File: src/rtl/fifo_stream_pkg.sv
// Shared constants for the fifo-to-stream adapter and its skid buffer.
package fifo_stream_pkg;
  localparam int BUF_DEPTH = 2;
  localparam int CNT_W     = 2;
  localparam int LAT       = 1;
endpackage

File: src/rtl/fifo_skid_buf.sv
// Two-entry in-order skid buffer; head data reads as zero while empty.
module fifo_skid_buf
  import fifo_stream_pkg::*;
#(
  parameter int WIDTH = 4
) (
  input  logic             clk_i,
  input  logic             rst_i,
  input  logic             wr_i,
  input  logic [WIDTH-1:0] wr_data_i,
  input  logic             rd_i,
  output logic [WIDTH-1:0] head_o,
  output logic [CNT_W-1:0] count_o
);
  localparam int PTR_W = $clog2(BUF_DEPTH);

  logic [WIDTH-1:0] mem [BUF_DEPTH];
  logic [PTR_W-1:0] wr_ptr;
  logic [PTR_W-1:0] rd_ptr;
  logic [CNT_W-1:0] count;

  always_ff @(posedge clk_i) begin
    if (rst_i) begin
      wr_ptr <= '0;
      rd_ptr <= '0;
      count  <= '0;
    end else begin
      if (wr_i) wr_ptr <= wr_ptr + PTR_W'(1);
      if (rd_i) rd_ptr <= rd_ptr + PTR_W'(1);
      case ({wr_i, rd_i})
        2'b10:   count <= count + CNT_W'(1);
        2'b01:   count <= count - CNT_W'(1);
        default: count <= count;
      endcase
    end
  end

  // Storage is not reset; an empty buffer masks stale contents from head_o.
  always_ff @(posedge clk_i) begin
    if (wr_i) mem[wr_ptr] <= wr_data_i;
  end

  assign head_o  = (count != '0) ? mem[rd_ptr] : '0;
  assign count_o = count;
endmodule

File: src/rtl/fifo_to_stream.sv
// Converts a 1-cycle-latency fifo read port into a valid/ready stream.
module fifo_to_stream
  import fifo_stream_pkg::*;
#(
  parameter int WIDTH = 4
) (
  input  logic             clk_i,
  input  logic             rst_i,
  input  logic             fifo_empty_i,
  input  logic [WIDTH-1:0] fifo_rd_data_i,
  output logic             fifo_rd_req_o,
  output logic [WIDTH-1:0] data_o,
  output logic             valid_o,
  input  logic             ready_i,
  output logic [CNT_W-1:0] count_o
);
  logic [LAT-1:0] inflight_p1;
  logic           pop;
  logic [CNT_W:0] occupancy;

  assign pop = valid_o & ready_i;

  // Reserve a slot for the word in flight so the buffer can never overflow.
  assign occupancy = {1'b0, count_o}
                   + {{CNT_W{1'b0}}, inflight_p1[LAT-1]}
                   - {{CNT_W{1'b0}}, pop};

  assign fifo_rd_req_o = !rst_i && !fifo_empty_i
                         && (occupancy < (CNT_W+1)'(BUF_DEPTH));

  // Stage p1: request issued last cycle, data arrives now.
  always_ff @(posedge clk_i) begin
    if (rst_i) inflight_p1 <= '0;
    else       inflight_p1 <= LAT'(fifo_rd_req_o);
  end

  fifo_skid_buf #(
    .WIDTH(WIDTH)
  ) u_buf (
    .clk_i    (clk_i),
    .rst_i    (rst_i),
    .wr_i     (inflight_p1[LAT-1]),
    .wr_data_i(fifo_rd_data_i),
    .rd_i     (pop),
    .head_o   (data_o),
    .count_o  (count_o)
  );

  assign valid_o = (count_o != '0);
endmodule

File: config.mk
export PLATFORM = sky130hd
export DESIGN_NAME = fifo_to_stream
export DESIGN_NICKNAME = d
export VERILOG_FILES = /design/src/rtl/fifo_stream_pkg.sv /design/src/rtl/fifo_skid_buf.sv /design/src/rtl/fifo_to_stream.sv
export SDC_FILE = /design/constraint.sdc
export NUM_CORES = 1
export LEC_CHECK = 0
export ABC_CLOCK_PERIOD_IN_PS = 2300
export BUFFER_PORTS_ARGS = -buffer_cell sky130_fd_sc_hd__buf_4
export CAP_MARGIN = 20
export CORE_AREA = 2 2 39 41
export CTS_CLUSTER_SIZE = 14
export DETAILED_ROUTE_END_ITERATION = 12
export DIE_AREA = 0 0 41 43
export HOLD_SLACK_MARGIN = 0.06
export PLACE_DENSITY = 0.69
export SETUP_SLACK_MARGIN = 0.1
export SKIP_LAST_GASP = 1
export SYNTH_ARGS = -nofsm -noshare
export SYNTH_HDL_FRONTEND = slang
export SYNTH_SLANG_ARGS = --single-unit
File: constraint.sdc
create_clock -name clk_i -period 2.3 [get_ports clk_i]
set_clock_uncertainty 0.15 [all_clocks]
set_input_delay 0.345 -clock clk_i [delete_from_list [all_inputs] [get_ports clk_i]]
set_output_delay 0.345 -clock clk_i [all_outputs]
set_load 0.01 [all_outputs]
==> results list <==
* Run status: finished, violations left
* Violations in the final reports: setup timing
- Most frequent cells in the layout: sky130_fd_sc_hd__buf_4 (19), sky130_fd_sc_hd__nor2_1 (8), sky130_fd_sc_hd__edfxtp_1 (8)
* CTS tree: yes
- Delay of the slowest cell on the worst path: 0.34 ns
* Num CTS Buffers: 3
* Count of input and output buffers: 15
- Initial antenna violation count: 0
* Internal reg-to-reg setup slack: 0.64 ns
* Tightest Hold Check Type: input port to flip-flop
* Worst Tran Pin Value: approximately 0.4 ns
- Share of the cycle needed by the critical path after routing: 101%
- Share of total power consumed by net switching: 21.4%
- Relative to the synthesized area, the layout overhead comes to 34.2%.
* Crit end category: output pin
- Share of total power in combinational logic: between 10% and 20%
- The worst hold path passes through 2 cells.
- Required @ worst endpoint: 1.80 ns
- Timing would allow up to 430 MHz.
* Cell type with the largest total area after synthesis: sky130_fd_sc_hd__edfxtp_1
- Drt pass-1 iters: 4
- WL/cell: between 10 and 15 um
* Worst Setup Start Kind: flip-flop
- Master of the slowest instance on the critical path: sky130_fd_sc_hd__fa_2
* Time the final worst path needs with I/O delays and setup: 2.33 ns
- Setup violations remaining at the end of the flow were counted as 1.
- After floorplanning, the core was sized to cover roughly 1400 um2.
* Max-capacitance violation count: 0
- The multi-input combinational cells in the finished layout cover a total of approximately 230 um2.
- The later pin in the worst-skew pair is clocked with a latency of 0.27 ns.
* Via count of the first global-routing pass: 425
- Per report_power, the sequential group accounts for between 50 and 60% of the total.
- After synthesis, the largest area contributor takes up 40.8% of total cell area.
* Total count of hold-check failures in the final report: 0
- Total half-perimeter wirelength after legalization and detailed placement: between 800 and 900 um
* Net Count, Synth: 57
- Fill cells in the final layout number 135.
- Combined buffer and inverter count along the critical path: 1
- Yosys printed 0 warnings.
* Switch Pwr: 103 uW
- Once detail routing completed, the nets flagged for antenna violations numbered 0.
- First-pass GRT wire length: 1650 um
- The first routing iteration left 7 violations.
- The die is 41 um wide.
- The netlist uses 19 different library cells.
- Full die area: 1760 um2
* Pre-CTS setup slack: between 0.02 and 0.03 ns
- Max-slew headroom at the worst pin: about 73%
* Total power: 481 uW
- Clock-pin slew was measured on the worst setup and hold paths at 0.08 ns.
- The synthesized netlist occupies a cell area of between 500 and 600 um2.
- Summing all flip-flop and latch instances after layout gives between 300 and 400 um2.
* Source of the worst register-to-register timing path: u_buf.count_o[0]$_SDFFE_PP0P_
* Gate Count Post-Synth: 48
- Start-to-end type of the worst setup path: flip-flop to output pin
- Data arrives at the worst endpoint at 1.83 ns.
- Global routing finished with a remaining overflow of 0.
- Cells with a size suffix above 1 make up 40.0% of the layout.
* Total Routing Usage GR: 14.2%
* Critical-path cell list: and3b_2, o21ai_2, fa_2, xor2_1, nor4b_2, buf_4
- 0 antenna diodes ended up in the layout.
- Setup total negative slack on the finished layout was measured at -0.0279 ns.
- For hold timing, the worst endpoint is inflight_p1$_SDFF_PP0_.
- Design internal power: 378 uW
* CTS Root Cell: sky130_fd_sc_hd__clkbuf_4
- The clock passes through at most 2 buffers.
- For this design the top-level I/O count stands at 16.
* Count of cells along the worst register-to-register path: 4
- Leakage dissipation: 0.000338 uW
- Portion of total power attributed to the clock network: around 28%
- By area the synthesized netlist is led by sky130_fd_sc_hd__edfxtp_1 (41%), sky130_fd_sc_hd__dfxtp_1 (20%), sky130_fd_sc_hd__mux2i_1 (6.8%).
- Synthesized flop and latch total: 14
- Vias post-DR: approximately 430
* Via-to-Cell Ratio: a little under 5
- Worst Min Path Start: fifo_empty_i
- In the post-route analysis, the smallest setup slack over all paths is -0.0279 ns.
- GPL Wtd Cong: 0.636
* Crit Path Max Fanout: 4
- Hold repair after CTS inserted 0 buffers.
- Power density relative to cell area: 608 nW/um2
- Commonest non-fill, non-tap cell in the layout: sky130_fd_sc_hd__buf_4
* CTS sink count: 14
- Standard-cell row count: 14
* Count of H-tree levels built during CTS: 1
- Sequential cells were found to cover around three fifths of the synthesized design area.
* Gate family responsible for the most delay along the worst path: simple AND/OR/NAND/NOR gates
- Number of max-slew violations in the final report: 0
* Height of the die: ~43 um
- Entering global routing, the biggest net connects 9 pins.
- Net count reported at finish: 80
* # DRC: 0
- The worst-case IR drop observed on VDD is 0.275 mV.
- The final layout contains routed wiring with a total length of 1030 um.
- Once the floorplan was initialized, standard cells occupied 42.6% of the core.
- Worst reg2reg endpoint: inflight_p1$_SDFF_PP0_
* RSZ-0062 raised after global routing: true
* Syn Area/Cell: 12.3 um2
[what timing repair did]
action,in CTS,in global routing
setup buffers,1,0
pin swaps,1,1
resized for setup,5,0
endpoints found under the setup margin,1,1
endpoints found under the hold margin,0,0
[through the flow]
step | cells | area (um2) | hold WS, ns | util (%)
6_report | 86 | 791 | 0.0949 | 57.1
5_1_grt | 86 | 791 | 0.0914 | 57.1
4_1_cts | 86 | 791 | 0.0891 | 57.1
3_5_place_dp | 81 | 748 | 0.351 | 54.1
3_3_place_gp | 81 | 748 | 0.338 | 54.1
2_1_floorplan | 48 | 597 | 0.267 | -
[synthesized netlist by cell type, drive strengths merged]
cell,instances
xnor2,1
inv,2
and2,1
and3b,2
o21ai,2
or3,1
fa,1
nor4b,2
edfxtp,8
a21oi,2
a41o,1
nand2b,1
nor2b,2
xor2,2
nor2,8
mux2i,4
nor3,1
clkbuf,1
dfxtp,6
[logic make-up after synthesis]
logic type      after synthesis  share of synthesized area, %
xor+xnor                      3                          4.46
buf+inv                       3                          1.91
simple gates                 18                          17.2
mux                           4                          6.79
compound gates                5                          5.10
fa+ha+maj                     1                          3.40
flops                        14                          61.1
[worst max-delay path by stage]
stage / start / to / cells past startpoint
2_1_floorplan: u_buf.count_o[1]$_SDFFE_PP0P_ / fifo_rd_req_o / 5
3_3_place_gp: ready_i / fifo_rd_req_o / 7
3_5_place_dp: ready_i / fifo_rd_req_o / 7
4_1_cts: u_buf.count_o[0]$_SDFFE_PP0P_ / fifo_rd_req_o / 6
5_1_grt: u_buf.count_o[0]$_SDFFE_PP0P_ / fifo_rd_req_o / 6
6_report: u_buf.count_o[0]$_SDFFE_PP0P_ / fifo_rd_req_o / 6
[routing by layer]
| layer | track usage (%) | vias to the layer above | part of all wire [%] | routed length, um |
|---|---|---|---|---|
| met1 | 16.6 | 199 | 39 | 403 |
| met4 | 8.00 | 0 | 0 | 0 |
| li1 | - | 212 | - | - |
| met3 | 1.57 | 0 | 6.2 | 64 |
| met5 | 0 | - | 0 | 0 |
| met2 | 23.4 | 16 | 55 | 566 |
[sequential cells by signal (all words and copies together) (netlist names), named ones only]
register / cells
u_buf.wr_ptr: 1
u_buf.mem: 8
inflight_p1: 1
u_buf.rd_ptr: 1
u_buf.count_o: 2
[area by class of cell]
type / count / area share [%]
clock buffers: 4 / 3.32
multi-input cells: 31 / 29.3
well taps: 16 / 2.53
repair buffers: 19 / 18.0
flip-flops and latches: 14 / 45.9
inverters: 2 / 0.949
[power groups by stage]
stage                     registers, uW  logic, uW  clock network [uW]
after floorplan                     288       28.7                   0
after global placement              289       57.5                   0
after detailed placement            289       60.0                   0
after CTS                           284       62.6                 141
after global routing                285       68.2                 153
final                               283       61.8                 135
Power figures use the tool's default switching activity.
